[config.mk]
export PLATFORM = sky130hd
export DESIGN_NAME = cnt_share_sched_flat
export DESIGN_NICKNAME = d
export VERILOG_FILES = /design/src/rtl/cnt_share_sched_if.sv /design/src/rtl/cnt_share_sched.sv /design/src/flat_wrapper.sv
export SDC_FILE = /design/constraint.sdc
export NUM_CORES = 1
export LEC_CHECK = 0
export ABC_AREA = 0
export BUFFER_PORTS_ARGS = -buffer_cell sky130_fd_sc_hd__buf_2
export CORE_MARGIN = 3
export CORE_UTILIZATION = 39
export CTS_CLUSTER_SIZE = 28
export DETAILED_ROUTE_END_ITERATION = 10
export HOLD_SLACK_MARGIN = 0.12
export SKIP_CTS_REPAIR_TIMING = 1
export SLEW_MARGIN = 15
export SYNTH_ARGS = -nofsm -noshare
export SYNTH_HDL_FRONTEND = slang
export SYNTH_SLANG_ARGS = --single-unit
[constraint.sdc]
create_clock -name clk -period 1.92 [get_ports clk]
set_input_delay 0.096 -clock clk [delete_from_list [all_inputs] [get_ports clk]]
set_output_delay 0.096 -clock clk [all_outputs]
set_load 0.01 [all_outputs]
[src/rtl/cnt_share_sched_if.sv]
// Requester-side bus of the shared-counter scheduler: request/length inputs
// and grant/counter/status outputs, with requester (master) and scheduler (slave) views.
interface cnt_share_sched_if #(
    parameter int NREQ = 4,
    parameter int CW   = 3
);
    localparam int IDW = (NREQ > 1) ? $clog2(NREQ) : 1;

    logic [NREQ-1:0]    req;
    logic [NREQ*CW-1:0] len;
    logic [NREQ-1:0]    gnt;
    logic [CW-1:0]      cnt;
    logic               busy;
    logic [IDW-1:0]     cur_id;
    logic [NREQ-1:0]    done;
    logic               abort;

    modport master (
        output req, len,
        input  gnt, cnt, busy, cur_id, done, abort
    );

    modport slave (
        input  req, len,
        output gnt, cnt, busy, cur_id, done, abort
    );
endinterface

[src/rtl/cnt_share_sched.sv]
// Round-robin scheduler sharing one CW-bit up-counter between NREQ requesters.
// Optional feature: define CNT_ABORT_EN to end a run early when its requester drops req.
module cnt_share_sched #(
    parameter int NREQ = 4,
    parameter int CW   = 3
) (
    input  logic             clk,
    input  logic             rst,
    cnt_share_sched_if.slave bus
);
    localparam int IDW = (NREQ > 1) ? $clog2(NREQ) : 1;

    typedef enum logic [1:0] {
        S_IDLE = 2'd0,
        S_RUN  = 2'd1,
        S_DONE = 2'd2
    } state_t;

    state_t          state_q, state_d;
    logic [NREQ-1:0] gnt_q, gnt_d;
    logic [CW-1:0]   cnt_q, cnt_d;
    logic [CW-1:0]   len_q, len_d;
    logic            busy_q, busy_d;
    logic [IDW-1:0]  cur_id_q, cur_id_d;
    logic [NREQ-1:0] done_q, done_d;
    logic            abort_q, abort_d;
    logic [IDW-1:0]  ptr_q, ptr_d;

    logic            req_any_s;
    logic            abort_hit_s;
    logic [IDW-1:0]  pick_s;
    logic [IDW-1:0]  next_ptr_s;
    logic [CW-1:0]   len_pick_s;

    // First set request bit found scanning from p upward, wrapping at NREQ.
    function automatic logic [IDW-1:0] rr_pick(input logic [NREQ-1:0] r, input logic [IDW-1:0] p);
        logic [IDW-1:0] w;
        logic           found;
        int             idx;
        w     = p;
        found = 1'b0;
        for (int k = 0; k < NREQ; k++) begin
            idx = int'(p) + k;
            if (idx >= NREQ) begin
                idx = idx - NREQ;
            end else begin
                idx = idx;
            end
            if (!found && r[idx]) begin
                w     = IDW'(idx);
                found = 1'b1;
            end else begin
                found = found;
            end
        end
        return w;
    endfunction

    function automatic logic [NREQ-1:0] onehot(input logic [IDW-1:0] i);
        return {{(NREQ-1){1'b0}}, 1'b1} << i;
    endfunction

    assign req_any_s  = |bus.req;
    assign pick_s     = rr_pick(bus.req, ptr_q);
    assign len_pick_s = bus.len[int'(pick_s)*CW +: CW];
    assign next_ptr_s = (cur_id_q == IDW'(NREQ-1)) ? {IDW{1'b0}} : cur_id_q + IDW'(1);

`ifdef CNT_ABORT_EN
    assign abort_hit_s = ~bus.req[cur_id_q];
`else
    assign abort_hit_s = 1'b0;
`endif

    // Next-state and next-output computation for the IDLE/RUN/DONE sequencer.
    always_comb begin
        state_d  = state_q;
        gnt_d    = gnt_q;
        cnt_d    = cnt_q;
        len_d    = len_q;
        busy_d   = busy_q;
        cur_id_d = cur_id_q;
        done_d   = {NREQ{1'b0}};
        abort_d  = 1'b0;
        ptr_d    = ptr_q;
        case (state_q)
            S_IDLE: begin
                if (req_any_s) begin
                    state_d  = S_RUN;
                    gnt_d    = onehot(pick_s);
                    cur_id_d = pick_s;
                    cnt_d    = {CW{1'b0}};
                    len_d    = len_pick_s;
                    busy_d   = 1'b1;
                end else begin
                    state_d  = S_IDLE;
                end
            end
            S_RUN: begin
                // Abort exits straight to IDLE, so the next cycle can arbitrate.
                if (abort_hit_s) begin
                    state_d = S_IDLE;
                    gnt_d   = {NREQ{1'b0}};
                    abort_d = 1'b1;
                    busy_d  = 1'b0;
                    ptr_d   = next_ptr_s;
                end else if (cnt_q == len_q) begin
                    state_d = S_DONE;
                    gnt_d   = {NREQ{1'b0}};
                    done_d  = onehot(cur_id_q);
                end else begin
                    cnt_d   = cnt_q + CW'(1);
                end
            end
            S_DONE: begin
                state_d = S_IDLE;
                busy_d  = 1'b0;
                ptr_d   = next_ptr_s;
            end
            default: begin
                state_d = S_IDLE;
                gnt_d   = {NREQ{1'b0}};
                busy_d  = 1'b0;
            end
        endcase
    end

    // State and output registers with synchronous reset.
    always_ff @(posedge clk) begin
        if (rst) begin
            state_q  <= S_IDLE;
            gnt_q    <= {NREQ{1'b0}};
            cnt_q    <= {CW{1'b0}};
            len_q    <= {CW{1'b0}};
            busy_q   <= 1'b0;
            cur_id_q <= {IDW{1'b0}};
            done_q   <= {NREQ{1'b0}};
            abort_q  <= 1'b0;
            ptr_q    <= {IDW{1'b0}};
        end else begin
            state_q  <= state_d;
            gnt_q    <= gnt_d;
            cnt_q    <= cnt_d;
            len_q    <= len_d;
            busy_q   <= busy_d;
            cur_id_q <= cur_id_d;
            done_q   <= done_d;
            abort_q  <= abort_d;
            ptr_q    <= ptr_d;
        end
    end

    assign bus.gnt    = gnt_q;
    assign bus.cnt    = cnt_q;
    assign bus.busy   = busy_q;
    assign bus.cur_id = cur_id_q;
    assign bus.done   = done_q;
    assign bus.abort  = abort_q;
endmodule

[src/flat_wrapper.sv]
// flat-port wrapper written by rule: the top's interface ports become plain ports
module cnt_share_sched_flat 
#(
    parameter int NREQ = 4,
    parameter int CW   = 3
)
  (clk, rst, bus_req, bus_len, bus_gnt, bus_cnt, bus_busy, bus_cur_id, bus_done, bus_abort);
  cnt_share_sched_if #(.NREQ(NREQ), .CW(CW)) bus_i ();
  input  logic clk;
  input  logic rst;
  input wire logic [$bits(bus_i.req)-1:0] bus_req;
  input wire logic [$bits(bus_i.len)-1:0] bus_len;
  output wire logic [$bits(bus_i.gnt)-1:0] bus_gnt;
  output wire logic [$bits(bus_i.cnt)-1:0] bus_cnt;
  output wire logic [$bits(bus_i.busy)-1:0] bus_busy;
  output wire logic [$bits(bus_i.cur_id)-1:0] bus_cur_id;
  output wire logic [$bits(bus_i.done)-1:0] bus_done;
  output wire logic [$bits(bus_i.abort)-1:0] bus_abort;
  assign bus_i.req = bus_req;
  assign bus_i.len = bus_len;
  assign bus_gnt = bus_i.gnt;
  assign bus_cnt = bus_i.cnt;
  assign bus_busy = bus_i.busy;
  assign bus_cur_id = bus_i.cur_id;
  assign bus_done = bus_i.done;
  assign bus_abort = bus_i.abort;
  cnt_share_sched #(.NREQ(NREQ), .CW(CW)) u_core (.clk(clk), .rst(rst), .bus(bus_i));
endmodule
==> impl.org <==
** Pwr
- Dividing total power by cell area gives a power density of 917 nW/um^2.
- Across the VDD grid, the largest voltage drop is 0.000581 V.
- The design draws 1.18 mW.
- The analysis attributes to cell leakage a power of 0.560 nW.

** Yosys
- Fraction of synthesized area in multiplexers :: 7.93%
- For this run, the leading register cell type out of synthesis is sky130_fd_sc_hd__dfxtp_1.
- Post-Synth Adder-Cell Area :: 2.44%
- Netlist Area Pre-Place :: 1030 um^2
- Simple logic cell fraction of the synthesized area :: 23.8%
- Of all flip-flops after synthesis, the portion carrying an async set or reset was 0%.
- Top cells by area in the synthesized netlist :: sky130_fd_sc_hd__dfxtp_1, sky130_fd_sc_hd__mux2i_1, sky130_fd_sc_hd__a21oi_1, sky130_fd_sc_hd__nor2_1, sky130_fd_sc_hd__nand2_1
- EDFF count, synth :: 0
- sky130_fd_sc_hd__dfxtp_1 takes more of the synthesized area than any other cell.
- Post-synthesis xor/xnor area fraction :: 3.41%
- After synthesis, the largest area contributor takes up 41.0% of total cell area.
- Largest family of logic cells by synthesized area :: simple AND/OR/NAND/NOR gates
- The synthesized design contains 21 register bits.
- Synthesized-area fraction occupied by ao, oa, aoi and oai cells :: 16.3%
- Synthesis produced a netlist with a net count of 136.
- Counting distinct cell types in the post-synthesis netlist gives 36.
- Synth cell count leaders :: sky130_fd_sc_hd__dfxtp_1, sky130_fd_sc_hd__nor2_1, sky130_fd_sc_hd__a21oi_1, sky130_fd_sc_hd__nand2_1, sky130_fd_sc_hd__mux2i_1
- Averaged over all synthesized cells, the footprint is 8.84 um^2.
- Cells after synthesis :: 116
- For this run, the number of Yosys warnings is 0.
- In the post-synthesis netlist, the cell with the most instances is sky130_fd_sc_hd__dfxtp_1.
- Sequential elements use 41.0% of the synthesized area.

** CTS
- Clock latency on the worst-skew pair :: 0.31 ns
- Buffers from clock root to sink, at most :: 2
- Clock tree root buffer cell :: sky130_fd_sc_hd__clkbuf_4
- TritonCTS built the clock tree.
- Counting the buffers created by CTS gives 3.
- Htree depth :: 1
- The tree built by TritonCTS fans out to 21 sinks.
- Clock transition at the registers of the reported paths :: 0.11 ns

** Place
- Detailed placement ended at an HPWL of 1.60 mm.
- Routability-driven placement finished with a final weighted congestion of 0.691.
- Port buffer count :: 31
- Post-place setup slack :: 0.344 ns
- In this run the cell area measured after placement is 1190 um^2.

** Timing
- Post-Route Hold Slack :: 0.105 ns
- Max Clk Rate :: 0.635 GHz
- Final worst-path setup slack :: 0.345 ns
- The worst path uses 82.0% of the clock period.
- The number of pins exceeding their max-slew limit in the final report is 0.
- Max_slew headroom :: 57.7%
- Setup repair after global routing left no endpoint under its margin.
- At the pin with the least slew margin, the transition time is 0.630 ns.
- Setup violations remaining at the end of the flow were counted as 0.
- The final hold violation count is 0.
- Summed over all failing endpoints, the final setup total negative slack is 0 ns.
- Clock skew on the completed layout was measured at 0.00167 ns.
- Minimum clock period :: 1.57 ns

** Routing
- Number of DRC markers after the initial detailed-route iteration :: 15
- Antenna Violating Nets Remaining :: 0
- Post-Route WL :: 2.25 mm
- After detailed routing, the number of remaining DRC violations is 0.
- The first detailed-routing pass ran for 4 iterations.
- In the final routed layout, each cell accounts on average for 12.4 um.
- Number of vias in the routed layout :: 943
- DR vias/cell :: 5.21

** Critical path
- STA classifies the critical path endpoint as a flip-flop.
- CP Cell Sequence :: o22ai_1 > a221oi_1 > buf_4 > mux2i_1 > o221ai_1
- Crit path DAT :: 1.77 ns
- Startpoint Class :: flip-flop
- Kind of cell adding the most delay to the critical path :: compound AO/OA/AOI/OAI gates
- Logic depth of the worst path, buffers included :: 5
- Buffers and inverters on the worst path :: 1
- The worst setup path is of the reg2reg kind.
- For this design, the slowest cell found on the critical path is sky130_fd_sc_hd__dfxtp_1.
- Maximum fanout encountered on the critical timing path :: 11
- Data on the critical path is required at its endpoint by 2.11 ns.
- The worst register-to-register path has a depth of 5.
- Critical path's largest stage delay :: 0.44 ns

** Cells and area
- Number of antenna diodes :: 0
- Final-stage net count :: 174
- Counting the fill cells in the layout gives 238.
- Cells with a size suffix above 1 make up 24.8% of the layout.
- Compared with the post-synthesis result, the final layout area differs by 25.0%.
- Non-Filler Cell Area, Final :: 1280 um^2

** Global route
- Total Routing Usage GR :: 13.6%
- The via count of the first global-routing pass was 792.
- Number of antenna violations at the first check in global routing :: 0
- Maximum number of pins on one net before global-route repair :: 19
- Overflow left after global routing :: 0
- The first global-routing pass estimated 3.53 mm of wire.

** Floorplan
- Total number of placement rows :: 17
- I/O pin total :: 33
- In this run the standard cell core region covers 2360 um^2.
- Measured along the y axis, the die boundary spans 57.3 um.
- Die X-Extent :: 57.3 um
- Initial Utilization :: 43.5%
- The die covers 3280 um^2.

** Hold path
- The worst hold path passes through 3 cells.
- Hold/Removal Path Class :: in2reg

** Run
- Count of max-cap constraint violations :: 0

** Outcome
- Result of the run :: completed
## per-layer routing
layer	vias up	routed length (um)	GRT usage, %
met5	-	0	0
met3	5	127	5.20
met2	23	1040	19.4
met4	0	27	4.30
li1	485	-	-
met1	430	1060	18.7
## tightest hold or removal path: stages
cell,delay [ns]
sky130_fd_sc_hd__buf_2,0.08
sky130_fd_sc_hd__mux2i_1,0.06
sky130_fd_sc_hd__o221ai_1,0.15
## cells by family after synthesis
family / count (synthesis)
adders and majority gates: 2
muxes: 8
DFF: 21
buffers and inverters: 9
xor gates and xnor gates: 4
and+or+nand+nor: 46
other: 1
AOI/OAI and AO/OA: 25
## worst paths after layout
check	startpoint	endpoint	slack (ns)
max	u_core.ptr_q[1]	u_core.len_q[1]	0.35
min	bus_len[9]	u_core.len_q[0]	0.11
max reg2reg	u_core.ptr_q[1]	u_core.len_q[1]	0.35
min reg2reg	u_core.bus.gnt[0]	u_core.bus.gnt[0]	0.46
## state kept, by name, summed over array words and instances (netlist names)
register,cells
u_core.bus.busy,1
u_core.bus.cnt,3
u_core.bus.cur_id,2
u_core.bus.done,4
u_core.bus.gnt,4
u_core.len_q,3
u_core.ptr_q,2
u_core.state_q,2
## through the flow
step	std cells	utilization [%]
final	181	54.3
after floorplan	116	-
after CTS	174	51.4
after global placement	170	50.2
after global routing	181	54.3
after detailed placement	170	50.2
## placed cells by master, fill, tap and decap left out, types with 3 or more instances in the layout
cell and count:
sky130_fd_sc_hd__buf_2 31, sky130_fd_sc_hd__nand3b_1 5, sky130_fd_sc_hd__nor2b_1 3, sky130_fd_sc_hd__dfxtp_1 21
sky130_fd_sc_hd__o221ai_1 3, sky130_fd_sc_hd__xnor2_1 3, sky130_fd_sc_hd__mux2i_1 7, sky130_fd_sc_hd__inv_1 3
sky130_fd_sc_hd__nand2_1 11, sky130_fd_sc_hd__a21oi_1 11, sky130_fd_sc_hd__nor2_1 12, sky130_fd_sc_hd__nand2b_1 3
sky130_fd_sc_hd__dlygate4sd3_1 7, sky130_fd_sc_hd__clkbuf_4 3, sky130_fd_sc_hd__nor3_1 3
## layout make-up
cell class / count / area, um^2 / share of cell area [%]
clock buffer: 4 / 26.3 / 2.05
inverter: 3 / 11.3 / 0.878
tap: 28 / 35.0 / 2.73
multi-input combinational: 86 / 557 / 43.4
timing repair buffer: 39 / 233 / 18.1
sequential: 21 / 420 / 32.8
## power breakdown
part / leakage, nW / internal (mW) / switching (mW)
registers: 0.171 / 0.499 / 0.0604
clock network: 0.0150 / 0.0812 / 0.131
logic: 0.374 / 0.185 / 0.221
total: 0.560 / 0.765 / 0.412
(Power assumes the default switching activity.)
